<file path="src/rtl/cache_fill_ctrl.sv">
// Cache miss fill controller: issues eight word reads per miss and steers returns into the data array.
// Optional feature macro: CRITICAL_WORD_FIRST_EN (fill starts at the missing word and wraps).
module cache_fill_ctrl #(
  parameter int unsigned ADDR_W = 16
) (
  input  logic              clk,
  input  logic              rst,
  input  logic              miss_detected,
  input  logic [ADDR_W-1:0] miss_address,
  input  logic [15:0]       memory_data,
  input  logic              memory_data_valid,
  output logic              fsm_busy,
  output logic              memory_read,
  output logic [ADDR_W-1:0] memory_address,
  output logic              write_data_array,
  output logic [7:0]        word_enable,
  output logic [15:0]       fill_data,
  output logic              write_tag_array
);

  localparam int unsigned OFS_W  = 3;
  localparam int unsigned BASE_W = ADDR_W - 4;
  localparam logic [OFS_W-1:0] LAST_WORD = OFS_W'(7);

  typedef enum logic {
    S_IDLE = 1'b0,
    S_FILL = 1'b1
  } state_e;

  state_e            state_q;
  logic [OFS_W-1:0]  ic_q;
  logic [OFS_W-1:0]  rc_q;
  logic              done_q;
  logic              busy_q;
  logic              read_q;
  logic [BASE_W-1:0] base_q;
  logic [ADDR_W-1:0] addr_q;

  logic [OFS_W-1:0]  first_c;
  logic [OFS_W-1:0]  miss_first_c;
  logic [OFS_W-1:0]  issue_ofs_d;
  logic [OFS_W-1:0]  rx_ofs_c;
  logic              rx_fire_c;
  logic              unused_miss_lsb;

`ifdef CRITICAL_WORD_FIRST_EN
  logic [OFS_W-1:0]  first_q;
  assign first_c      = first_q;
  assign miss_first_c = miss_address[3:1];
`else
  assign first_c      = '0;
  assign miss_first_c = '0;
`endif

  // Byte offset within a word never matters; word offset matters only for critical-word-first.
  assign unused_miss_lsb = ^miss_address[3:0];

  always_comb begin
    issue_ofs_d = ic_q + OFS_W'(1) + first_c;
    rx_ofs_c    = rc_q + first_c;
    rx_fire_c   = (state_q == S_FILL) && memory_data_valid;
  end

  // Receive side is combinational so a returning word lands in the array the cycle it arrives.
  always_comb begin
    write_data_array = rx_fire_c;
    word_enable      = rx_fire_c ? (8'b1 << rx_ofs_c) : 8'b0;
    fill_data        = memory_data;
    write_tag_array  = rx_fire_c && (rc_q == LAST_WORD);
  end

  assign fsm_busy       = busy_q;
  assign memory_read    = read_q;
  assign memory_address = addr_q;

  always_ff @(posedge clk or posedge rst) begin
    if (rst) begin
      state_q <= S_IDLE;
      ic_q    <= '0;
      rc_q    <= '0;
      done_q  <= 1'b0;
      busy_q  <= 1'b0;
      read_q  <= 1'b0;
      base_q  <= '0;
      addr_q  <= '0;
`ifdef CRITICAL_WORD_FIRST_EN
      first_q <= '0;
`endif
    end else begin
      case (state_q)
        S_IDLE: begin
          if (miss_detected) begin
            state_q <= S_FILL;
            busy_q  <= 1'b1;
            ic_q    <= '0;
            rc_q    <= '0;
            done_q  <= 1'b0;
            read_q  <= 1'b1;
            base_q  <= miss_address[ADDR_W-1:4];
            addr_q  <= {miss_address[ADDR_W-1:4], miss_first_c, 1'b0};
`ifdef CRITICAL_WORD_FIRST_EN
            first_q <= miss_address[3:1];
`endif
          end
        end
        S_FILL: begin
          // Issue side: ic_q is the index of the request currently on the bus.
          if (!done_q) begin
            if (ic_q == LAST_WORD) begin
              done_q <= 1'b1;
              read_q <= 1'b0;
            end else begin
              ic_q   <= ic_q + OFS_W'(1);
              addr_q <= {base_q, issue_ofs_d, 1'b0};
            end
          end
          // Receive side: the eighth accepted word ends the fill.
          if (memory_data_valid) begin
            rc_q <= rc_q + OFS_W'(1);
            if (rc_q == LAST_WORD) begin
              state_q <= S_IDLE;
              busy_q  <= 1'b0;
              ic_q    <= '0;
              rc_q    <= '0;
              done_q  <= 1'b0;
              read_q  <= 1'b0;
              addr_q  <= '0;
            end
          end
        end
        default: state_q <= S_IDLE;
      endcase
    end
  end

endmodule

</file>
<file path="config.mk">
export PLATFORM = sky130hd
export DESIGN_NAME = cache_fill_ctrl
export DESIGN_NICKNAME = d
export VERILOG_FILES = /design/src/rtl/cache_fill_ctrl.sv
export SDC_FILE = /design/constraint.sdc
export NUM_CORES = 1
export LEC_CHECK = 0
export BUFFER_PORTS_ARGS = -buffer_cell sky130_fd_sc_hd__buf_2
export CAP_MARGIN = 20
export CORE_MARGIN = 10
export CORE_UTILIZATION = 38
export DETAILED_ROUTE_END_ITERATION = 12
export GPL_TIMING_DRIVEN = 0
export PLACE_DENSITY_LB_ADDON = 0.12
export SYNTH_ARGS = -nofsm -noshare
export SYNTH_HDL_FRONTEND = slang
export SYNTH_SLANG_ARGS = --single-unit
export TNS_END_PERCENT = 5
</file>
<file path="constraint.sdc">
create_clock -name clk -period 1.96 [get_ports clk]
set_input_delay 0.098 -clock clk [delete_from_list [all_inputs] [get_ports clk]]
set_output_delay 0.098 -clock clk [all_outputs]
set_load 0.05 [all_outputs]
</file>
=== Word-level counts from Yosys, hierarchy flattened ===
Cells that the tools add are included.

* Word-level logic and storage cells: 57
* Input bits: 36
* Output and inout bits: 44
* Register bits after elaboration: 38

* $add $sub $neg: 2
* Equality and inequality tests: 5
* Bitwise logic cells: 1
* Reduce and logical (&&, ||, !) cells: 5
* Shift-type cells: 1
* Muxes and demuxes: 35

{| class="wikitable"
|+ Operator list
! cell !! number
|-
| 2-to-1 mux 16 bit || 5
|-
| one-hot mux 16 bit (2 select lines) || 1
|-
| 2-to-1 mux 3 bit || 7
|-
| 2-to-1 mux 1 bit || 15
|-
| one-hot mux 3 bit (2 select lines) || 2
|-
| 2-to-1 mux 8 bit || 1
|-
| one-hot mux 1 bit (2 select lines) || 4
|-
| << shifter 1 x 3 -> 8 bit, first input constant || 1
|-
| adder 3 x 1 -> 3 bit, second input constant || 2
|-
| equality test 3 bit, second input constant || 2
|-
| != test 2 bit, second input constant || 2
|-
| AND reduction 2 bit || 2
|-
| AND reduction 3 bit || 1
|-
| logical AND 1 bit || 2
|-
| != test 2 x 1 -> 1 bit, second input constant || 1
|-
| inverter 1 bit || 1
|}

=== Depth between registers and ports, before layout ===
* Word-level depth: 6
* Gate-level depth with buffers: 7
* Mapped depth without buffers: 6

=== Worst setup path after synthesis ===
OpenSTA, ideal clock, no wires.

* Kind: register -> output
* Start: register rc_q[0]
* End: output word_enable[7]
* Data required time: 1862 ps
* Data arrival time: 1571 ps
* Cell stages (with the launch flop): 5
* Slack: 291 ps
* Buffers on the path: 1
* Path through: dfrtp_1 ha_1 ha_1 and3_1 buf_4

* Word-level cells in the longest chain between the ends: 2

{| class="wikitable"
|+ RTL lines
! element !! RTL line !! RTL
|-
| start, declared || 32 || <nowiki>logic [OFS_W-1:0] rc_q;</nowiki>
|-
| start signal, assigned || 119 || <nowiki>rc_q <= rc_q + OFS_W'(1);</nowiki>
|-
| << shifter 1 x 3 -> 8 bit || 67 || <nowiki>word_enable = rx_fire_c ? (8'b1 << rx_ofs_c) : 8'b0;</nowiki>
|-
| 2-to-1 mux 8 bit || 67 ||
|-
| end, declared || 16 || <nowiki>output logic [7:0] word_enable,</nowiki>
|}

No other way between the ends.

=== Worst setup path in the final report ===
Ends and elaborated chain as after synthesis.

==> metrics.yaml <==
cts:
  ctsLongestPathBuffers: 2
  htree_num_levels: 2
  clk-insertion-delay-late_ns: 0.29
  cts.sinks: 38
  clkSlewWorstSetupHoldPaths_ns: 0.07
  cts_root_buf: "clkbuf_8"
  cts_tree: "done"
  cts_buffers: 5
synth:
  synth.area.top_cells: "dfrtp_1 48%, nand2_1 7.4%, buf_4 7.2%, a221o_1 6.1%, mux2i_1 6.1%"
  synthCells: 193
  synth-seq-cells: 38
  syn_area_per_cell_um2: 10.3
  synth_area_mm2: 0.00198
  synth.largest_area_cell: "dfrtp_1"
  synthFlopType: "dfrtp_1"
  synth.top_cell.area_share: 0.480
  yosys_warnings: 0
  seq_area_frac_synth: 0.480
  syn-num-nets: 238
  ys_types: 28
  synth_edf_count: 0
  async_flop_share: 1.00
placement:
  gp_congestion: 0.771
  dpl_cell_area_mm2: 0.00236
  port_buffers: 58
  place_hpwl_um: 3650
worst_setup_path:
  rr_startpoint: "rc_q[0]"
  worstSetupStartpoint: "rc_q[0]"
  cp.required_ns: 1.86
  arrival_ns: 1.75
  crit_fanout: 5
  endpoint_kind: "primary output"
  critPathLaunchType: "register"
  worstSetupPathType: "reg -> out"
route:
  drt_first_pass_iters: 4
  wl_um: 4800
  drtAntennaViolNets: 0
  drc: 0
  wire_per_inst_um: 14.6
  viasPerCell: 4.66
  drtIter0Drc: 72
  vias: 1533
layout:
  fin_area_mm2: 0.00249
  drive_gt1_frac: 0.382
  final_nets: 304
  layout_commonest_cell: "buf_2"
  num_antenna_cells: 0
  final_cell_mix: "62 x buf_2, 39 x nand2_1, 38 x dfrtp_1"
  area_delta_synth_final_pct: 25.7
timing:
  slew_headroom: 0.475
  rsz0062_at_grt: "false"
  tightest_slew_ns: 0.786
  max_freq_mhz: 541
  finClkSkew_ns: 0.00489
  fin_tns_setup_ns: 0
  finalCriticalPeriod_ns: 1.85
  finalMaxSlewViolations: 0
  hold_viol: 0
  setup_viol: 0
  fin_crit_sh: 0.943
grt:
  grt_max_degree: 39
  grt_pass1_vias: 1599
  grt-ovfl-total: 0
  antenna_found_initial: 0
  track_usage: 0.112
  grt_pass1_wl_um: 7790
power_and_ir_drop:
  power.density_mw_per_mm2: 1700
  ir_worst_vdd_uv: 615
  power_mw: 4.22
  leakage_nw: 1.38
min_path:
  min_from: "miss_address[4]"
  hold_class: "in -> reg"
floorplanning:
  die_w_um: 92.2
  start_util: 0.390
  io_pins: 80
  num_rows: 26
  fp.dieArea_mm2: 0.00850
  core_mm2: 0.00507
  die_h_um: 92.2
run:
  cap_violations: 0
run_status:
  status: "finished, final reports clean"
## Yosys cell counts, types with 3 or more instances
master / instances
buf_2: 4
a22o_1: 5
ha_1: 9
buf_4: 19
and3_1: 8
inv_1: 9
buf_6: 3
dfrtp_1: 38
mux2i_1: 12
nor2_1: 17
a221o_1: 12
nand2_1: 39
## final cells by class
| class | count | area [um^2] |
|---|---|---|
| Multi-Input combinational cell | 120 | 806 |
| Fill cell | 502 | 2590 |
| Timing Repair Buffer | 59 | 300 |
| Clock inverter | 1 | 30.0 |
| Sequential cell | 38 | 951 |
| Clock buffer | 6 | 82.6 |
| Inverter | 9 | 33.8 |
| Tap cell | 70 | 87.6 |
| Buffer | 26 | 196 |
## kinds of logic after synthesis
kind of cell / Yosys count / share of synthesized area
multiplexers: 13 / 0.0664
adder cells (fa/ha/maj): 9 / 0.0569
AND/OR/NAND/NOR: 70 / 0.154
flip-flops: 38 / 0.480
buffers and inverters: 35 / 0.116
AO/OA/AOI/OAI: 28 / 0.126
## sequential cells by signal (all words and copies together) (netlist names)
signal          flops
base_q             12
done_q              1
ic_q                3
state_q             1
memory_address     16
rc_q                3
fsm_busy            1
memory_read         1
## where the power goes
| group | switching [mW] | internal, mW | leakage [nW] |
|---|---|---|---|
| Sequential | 0.257 | 1.15 | 0.472 |
| Combinational | 1.38 | 0.752 | 0.855 |
| Clock | 0.268 | 0.407 | 0.0573 |
| Total | 1.91 | 2.31 | 1.38 |
## worst paths after layout
check | end | slack [ns] | depth (start not counted)
setup / recovery | word_enable[7] | 0.11 | 5
hold / removal | base_q[0] | 0.02 | 3
setup reg to reg | memory_address[11] | 0.14 | 6
hold reg to reg | base_q[0] | 0.48 | 2
max in group asynchronous | done_q | 0.93 | 3
min in group asynchronous | memory_address[0] | 0.52 | 3
## critical path: stages, from the launching register on
cell and delay, ns:
dfrtp_1 0.42, ha_1 0.25, ha_1 0.24, and3_2 0.23, buf_4 0.13, buf_2 0.20
## stage by stage
stage | setup slack [ns] | hold WS (ns) | util | cells
after global placement | 0.135 | 0.309 | 0.464 | 321
final | 0.111 | 0.0162 | 0.490 | 329
after floorplan | 0.291 | 0.203 | - | 193
after global routing | 0.00192 | 0.00909 | 0.490 | 329
after detailed placement | 0.131 | 0.304 | 0.464 | 321
after CTS | 0.0650 | 0.00898 | 0.489 | 329
## routing by layer
metal	global-route usage	up-vias	part of all wire
li1	-	768	-
met1	0.135	699	0.45
met2	0.170	61	0.43
met3	0.0595	5	0.11
met4	0.0308	0	0.010
met5	0	-	0
## timing repair
action | in CTS | in global routing
hold buffers | 1 | 0
endpoints found under the setup margin | 0 | 2
gates resized for setup | 0 | 2
setup buffers | 0 | 0
endpoints found under the hold margin | 38 | 0
Note: power is estimated with default switching activity, not from simulation.
